===== src/rtl/pipe_stage_elastic_pkg.sv =====
// Shared types for the elastic pipeline-stage register.
// The state enum decodes the two entry valids for debug visibility and assertions.
package pipe_types;

   typedef enum logic [1:0] {
      PS_EMPTY = 2'd0,
      PS_ONE   = 2'd1,
      PS_TWO   = 2'd2
   } pipe_state_e;

   function automatic pipe_state_e decode_state(input logic main_v, input logic skid_v);
      if (skid_v)      return PS_TWO;
      else if (main_v) return PS_ONE;
      else             return PS_EMPTY;
   endfunction

endpackage


===== src/rtl/pipe_stage_elastic.sv =====
// Elastic pipeline-stage register: two-entry skid buffer with a flop-driven in_ready,
// flush with NOP bubble insertion and a saturating back-pressure stall counter.
module pipe_stage_elastic
   import pipe_types::*;
#(
   parameter int                 WIDTH     = 32,
   parameter logic [WIDTH-1:0]   NOP_VALUE = '0,
   parameter int                 CNT_WIDTH = 32
) (
   input  logic                 clk,
   input  logic                 rst,
   input  logic                 flush,
   input  logic                 clr_stats,
   input  logic                 in_valid,
   output logic                 in_ready,
   input  logic [WIDTH-1:0]     in_data,
   output logic                 out_valid,
   input  logic                 out_ready,
   output logic [WIDTH-1:0]     out_data,
   output logic [1:0]           occupancy,
   output logic [CNT_WIDTH-1:0] stall_cycles
);

   logic [WIDTH-1:0]     main_q, main_d;
   logic [WIDTH-1:0]     skid_q, skid_d;
   logic                 main_v, main_v_d;
   logic                 skid_v, skid_v_d;
   logic [CNT_WIDTH-1:0] stall_q, stall_d;
   pipe_state_e          state;
   logic                 accept;
   logic                 drain;

   assign state        = decode_state(main_v, skid_v);
   assign accept       = in_valid & in_ready;
   assign drain        = out_valid & out_ready;

   assign out_valid    = main_v;
   assign in_ready     = ~skid_v;
   assign out_data     = main_v ? main_q : NOP_VALUE;
   assign occupancy    = {1'b0, main_v} + {1'b0, skid_v};
   assign stall_cycles = stall_q;

   always_comb begin
      main_d   = main_q;
      skid_d   = skid_q;
      main_v_d = main_v;
      skid_v_d = skid_v;
      if (flush) begin
         // Data flops keep stale contents; out_data is masked while invalid.
         main_v_d = 1'b0;
         skid_v_d = 1'b0;
      end else begin
         unique case (state)
            PS_EMPTY: begin
               if (accept) begin
                  main_v_d = 1'b1;
                  main_d   = in_data;
               end
            end
            PS_ONE: begin
               if (accept && drain) begin
                  main_d = in_data;
               end else if (accept) begin
                  skid_v_d = 1'b1;
                  skid_d   = in_data;
               end else if (drain) begin
                  main_v_d = 1'b0;
               end
            end
            PS_TWO: begin
               if (drain) begin
                  main_d   = skid_q;
                  skid_v_d = 1'b0;
               end
            end
            default: begin
               main_v_d = 1'b0;
               skid_v_d = 1'b0;
            end
         endcase
      end
   end

   always_comb begin
      stall_d = stall_q;
      if (clr_stats) begin
         stall_d = '0;
      end else if (out_valid && !out_ready && (stall_q != {CNT_WIDTH{1'b1}})) begin
         stall_d = stall_q + 1'b1;
      end
   end

   always_ff @(posedge clk or posedge rst) begin
      if (rst) begin
         main_q  <= NOP_VALUE;
         skid_q  <= NOP_VALUE;
         main_v  <= 1'b0;
         skid_v  <= 1'b0;
         stall_q <= '0;
      end else begin
         main_q  <= main_d;
         skid_q  <= skid_d;
         main_v  <= main_v_d;
         skid_v  <= skid_v_d;
         stall_q <= stall_d;
      end
   end

`ifndef SYNTHESIS
   a_skid_needs_main: assert property (@(posedge clk) disable iff (rst) skid_v |-> main_v);
   a_no_accept_full:  assert property (@(posedge clk) disable iff (rst) skid_v |-> !accept);
   a_stall_monotonic: assert property (@(posedge clk) disable iff (rst)
                                       !clr_stats |=> stall_q >= $past(stall_q));
`endif

endmodule


===== config.mk =====
export PLATFORM = sky130hd
export DESIGN_NAME = pipe_stage_elastic
export DESIGN_NICKNAME = d
export VERILOG_FILES = /design/src/rtl/pipe_stage_elastic_pkg.sv /design/src/rtl/pipe_stage_elastic.sv
export SDC_FILE = /design/constraint.sdc
export NUM_CORES = 1
export LEC_CHECK = 0
export ABC_AREA = 0
export BUFFER_PORTS_ARGS = -buffer_cell sky130_fd_sc_hd__buf_4
export CAP_MARGIN = 20
export CORE_ASPECT_RATIO = 0.7
export CORE_MARGIN = 2
export CORE_UTILIZATION = 49
export CTS_CLUSTER_DIAMETER = 60
export DETAILED_ROUTE_END_ITERATION = 12
export PLACE_DENSITY = 0.76
export SYNTH_ARGS = -nofsm -noshare
export SYNTH_HDL_FRONTEND = slang
export SYNTH_SLANG_ARGS = --single-unit

===== constraint.sdc =====
create_clock -name clk -period 3.25 [get_ports clk]
set_input_delay 0.65 -clock clk [delete_from_list [all_inputs] [get_ports clk]]
set_output_delay 0.65 -clock clk [all_outputs]
set_load 0.1 [all_outputs]

# [Word-level counts from Yosys, hierarchy flattened]
# Cells that the tools add are included.
[word_totals] ff_bits=98 input_bits=38 output_inout_bits=68 elab_cells=55
[classes] add_sub_neg=2 n_eq_ne=14 mux=18 bitwise_logic=5 reduce_logical=11
[ops] cell="$mux W32" count=6
[ops] cell="$pmux W32 S3" count=1
[ops] cell="$add A32 B1 Y32 const B" count=1
[ops] cell="$ne A32 B32 Y1 const B" count=1
[ops] cell="$ne A3 B3 Y1 const B" count=6
[ops] cell="$ne A2 B2 Y1 const B" count=5
[ops] cell="$reduce_and A5 Y1" count=2
[ops] cell="$mux W1" count=8
[ops] cell="$reduce_and A4 Y1" count=2
[ops] cell="$pmux W1 S3" count=2
[ops] cell="$logic_and A1 B1 Y1" count=3
[ops] cell="$not A1 Y1" count=3
[ops] cell="$reduce_bool A3 Y1" count=1
[ops] cell="$add A1 B1 Y2" count=1
[ops] cell="$and A1 B1 Y1" count=2
[ops] cell="$eq A2 B1 Y1 const B" count=1
[ops] cell="$eq A2 B2 Y1 const B" count=1
[ops] cell="$logic_not A2 Y1" count=1
[ops] cell="$mux W2" count=1
[ops] cell="$reduce_bool A2 Y1" count=1
[ops] cell="$logic_not A1 Y1" count=1

# [Longest topological paths before layout]
[depth] ltp_word=6 ltp_mapped=11 ltp_nobuf=7

# [Worst setup path after synthesis]
# Ideal clock, no wire load.
[synth_path] path_kind="register -> output" start="register main_v (netlist: out_valid)" end="output occupancy[0]" t_arrival_ns=2.367 t_required_ns=2.600 path_slack_ns=0.233 stages_incl_launch_ff=5 path_buffers=2 cell_sequence="dfrtp_1 > buf_2 > clkbuf_1 > inv_1 > ha_1"
[synth_via] elab_chain_len=1
[synth_rtl] element="start: declaration" line="pipe_stage_elastic.sv:26" rtl="logic main_v, main_v_d;"
[synth_rtl] element="start signal: assignment" line="pipe_stage_elastic.sv:103" rtl="main_v <= main_v_d;"
[synth_rtl] element="$add A1 B1 Y2" line="pipe_stage_elastic.sv:40" rtl="assign occupancy = {1'b0, main_v} + {1'b0, skid_v};"
[synth_rtl] element="end: declaration" line="pipe_stage_elastic.sv:20" rtl="output logic [1:0] occupancy,"
# No other way between the ends.

# [Final worst setup path]
[layout_path] start="register stall_q[17] (netlist: stall_cycles[17])" end="register stall_q[23] (netlist: stall_cycles[23])"
[layout_via] elab_chain_len=3 elab_cells_between_ends=6 classes_between="add/sub: 1; eq/ne: 1; mux: 2; reduce/logical: 2"
[layout_rtl] element="start: declaration" line="pipe_stage_elastic.sv:28" rtl="logic [CNT_WIDTH-1:0] stall_q, stall_d;"
[layout_rtl] element="start signal: assignment" line="pipe_stage_elastic.sv:105" rtl="stall_q <= stall_d;"
[layout_rtl] element="$add A32 B1 Y32 / $ne A32 B32 Y1 (equally long branches)" line="pipe_stage_elastic.sv:89, pipe_stage_elastic.sv:88"
[layout_rtl] element="$mux W32 / $logic_and A1 B1 Y1 (equally long branches)" line="pipe_stage_elastic.sv:88" rtl="end else if (out_valid && !out_ready && (stall_q != {CNT_WIDTH{1'b1}})) begin"
[layout_rtl] element="$mux W32 / $reduce_bool A2 Y1 (equally long branches)"
# Several ways; a longest one is shown, not always the timed one. The select of a mux whose other input is x is not followed.
# A chain may end at the register's enable or synchronous reset.

==> flow_metrics.env <==
export IMPL_maxCapViolations=0
export IMPL_cts_root_buf="clkbuf_16"
export IMPL_antenna_found_initial=0
export IMPL_die_w_um=122.8
export IMPL_layout_drive_gt1_share=0.3043
export IMPL_finalCriticalPeriod_ps=2496
export IMPL_outcome="completed"
export IMPL_first_iter_violations=237
export IMPL_hpwlAfterDp_mm=7.561
export IMPL_synth_flop_cell="dfrtp_1"
export IMPL_die_area_um2=10700
export IMPL_grtUsageMet1=0.2906
export IMPL_fmax_ghz=0.4007
export IMPL_yosysUniqueCellTypes=41
export IMPL_synth_seq_cells=98
export IMPL_maxSlewViolCount=0
export IMPL_drc=0
export IMPL_startpoint="stall_cycles[17]"
export IMPL_r2r_slack_ps=750
export IMPL_synth_edf_count=0
export IMPL_initial_utilization=0.5017
export IMPL_total_leakage_power_nw=2.714
export IMPL_tightest_slew_ps=565.4
export IMPL_cts_tree="done"
export IMPL_hold_class="input pin to async pin"
export IMPL_worstPathRequired_ps=3480
export IMPL_r2r_start="stall_cycles[17]"
export IMPL_critPathMaxFanout=22
export IMPL_worstPathCellList="nand4_4 -> or4_1 -> o21ai_4 -> nor2_1 -> mux2_4"
export IMPL_holdWs_ps=350.7
export IMPL_route_vias_total=3771
export IMPL_numCtsBuffers=9
export IMPL_power_density_nw_per_um2=665.4
export IMPL_grt_busiest_layer="met2"
export IMPL_track_usage=0.2194
export IMPL_area_delta_synth_final_pct=25.83
export IMPL_postSynthCellCount=460
export IMPL_path_clk_slew_ps=70
export IMPL_portBuffers=105
export IMPL_wl_per_cell_um=15.99
export IMPL_die_h_um=87.15
export IMPL_cts_sinks=98
export IMPL_synth_async_reset_ratio=1.000
export IMPL_setup_viol=0
export IMPL_grt_max_degree=65
export IMPL_clockBufferDepth=2
export IMPL_htree_levels=3
export IMPL_critPathBufInv=0
export IMPL_syn_area_um2=4840
export IMPL_cts_hold_buf=0
export IMPL_criticalPathCategory="flop to flop"
export IMPL_post_cts_resized=0
export IMPL_start_kind="flop"
export IMPL_firstDrtPassIters=4
export IMPL_fin_setup_tns_ps=0
export IMPL_post_route_util=0.6313
export IMPL_coreArea_um2=9647
export IMPL_cp_slowest_stage_delay_ps=710
export IMPL_ant_nets=0
export IMPL_max_slew_margin=0.6217
export IMPL_nets=599
export IMPL_finClkSkew_ps=8.393
export IMPL_cts_setup_buffers=0
export IMPL_place_gp_congestion=0.8657
export IMPL_grt_use_met2=0.3410
export IMPL_rows=30
export IMPL_grt_pass1_vias=3735
export IMPL_antenna_cells=0
export IMPL_avgSynthCellArea_um2=10.52
export IMPL_met3_usage=0.07657
export IMPL_rsz0062_at_grt="false"
export IMPL_grt_pass1_wl_mm=18.28
export IMPL_grt_ovfl_total=0
export IMPL_cp_slowest_cell="or4_1"
export IMPL_wl_mm=11.03
export IMPL_io_pins=106
export IMPL_hold_viol_final=0
export IMPL_cp_arrival_ps=2730
export IMPL_vdd_drop_max_mv=0.4395
export IMPL_clk_latency_ps=350
export IMPL_crit_family="simple AND/OR/NAND/NOR gates"
export IMPL_yosysWarnings=0
export IMPL_cp_end_kind="flop"
export IMPL_vias_per_cell=5.465
export IMPL_syn_nets=502
export IMPL_fin_crit_sh=0.7680
export IMPL_ys_seq_area_frac=0.5067
[final timing paths]
| kind | end | cells after the start |
|---|---|---|
| max | stall_cycles[23] | 5 |
| min | skid_q[8] | 2 |
| max reg2reg | stall_cycles[23] | 5 |
| min reg2reg | main_q[2] | 2 |
| max in group asynchronous | main_q[21] | 3 |
| min in group clk | main_q[2] | 2 |
[cell usage in the layout (no fill, tap or decap), types with 10 or more instances in the layout]
master   instances
buf_4          111
dfrtp_1         98
nand2_1         43
o21ai_0         40
mux2i_1         33
and2_1          33
mux2_2          32
nor2_1          20
a21oi_1         20
nand4_1         13
nand3_1         12
or4_1           10
[synth_stat cells (2+ instances only)]
cell      instances  area share
a211oi_1          4      0.0062
a21oi_1          20       0.021
and2_1           33       0.043
and3_1            5      0.0065
and4_1            2      0.0036
buf_2             4      0.0041
clkbuf_1         19       0.015
dfrtp_1          98        0.51
ha_1              4       0.010
inv_1             9      0.0070
mux2_2           32       0.074
mux2_4            2      0.0062
mux2i_1          33       0.068
nand2_1          43       0.033
nand3_1          12       0.012
nand4_1          13       0.017
nor2_1           21       0.016
nor2b_1           5      0.0065
nor3_1            2      0.0021
o21ai_0          40       0.041
o21ai_1           5      0.0052
o31ai_1           9       0.014
or3_1             9       0.012
or4_1            10       0.016
xnor2_1           7       0.013
xor2_1            4      0.0072
[report_power, final]
group | switching, mW | total, mW | internal [mW]
Clock | 0.467 | 1.23 | 0.759
Combinational | 0.723 | 1.10 | 0.375
Sequential | 0.173 | 1.73 | 1.55
Total | 1.36 | 4.05 | 2.69
[sequential cells by signal, summed over array words and instances, names as in the netlist]
signal and flops:
out_valid 1, skid_q 32, stall_cycles 32, skid_v 1, main_q 32
[through the flow]
step	instances	worst slack [ps]	area, µm²	total power, mW
after floorplan	460	37.93	4840	2.581
after global placement	674	856.9	5743	2.790
after detailed placement	674	764.6	5743	2.851
after CTS	690	749.0	6090	4.089
after global routing	690	609.1	6090	4.261
final	690	754.1	6090	4.052
[worst register-to-register path, cell delays in order (launching register included)]
cell,delay [ps]
dfrtp_1,490
nand4_4,190
or4_1,710
o21ai_4,540
nor2_1,150
mux2_4,310
[routing by layer]
| metal | vias up | wire (µm) |
|---|---|---|
| met5 | - | 0 |
| met4 | 0 | 132 |
| met3 | 12 | 820 |
| met2 | 100 | 5179 |
| met1 | 1834 | 4901 |
| li1 | 1825 | - |
[final cells by class]
| class | instances | area, µm² |
|---|---|---|
| inverters | 9 | 36.28 |
| multi-input cells | 327 | 2241 |
| clock inverters | 7 | 121.4 |
| repair buffers | 112 | 853.3 |
| clock buffers | 9 | 225.2 |
| fillers | 792 | 3557 |
| flip-flops and latches | 98 | 2452 |
| well taps | 128 | 160.2 |
[kinds of logic (layout without fill, tap and decap cells)]
| logic type | count (synthesis) | in the layout | share of synthesized area |
|---|---|---|---|
| mux | 67 | 67 | 0.1489 |
| fa+ha+maj | 4 | 4 | 0.01034 |
| xor+xnor | 11 | 11 | 0.01991 |
| buf+inv | 35 | 137 | 0.03206 |
| compound gates | 84 | 84 | 0.09902 |
| simple gates | 161 | 161 | 0.1830 |
| flops | 98 | 98 | 0.5067 |
Note: power is estimated with default switching activity, not from simulation.
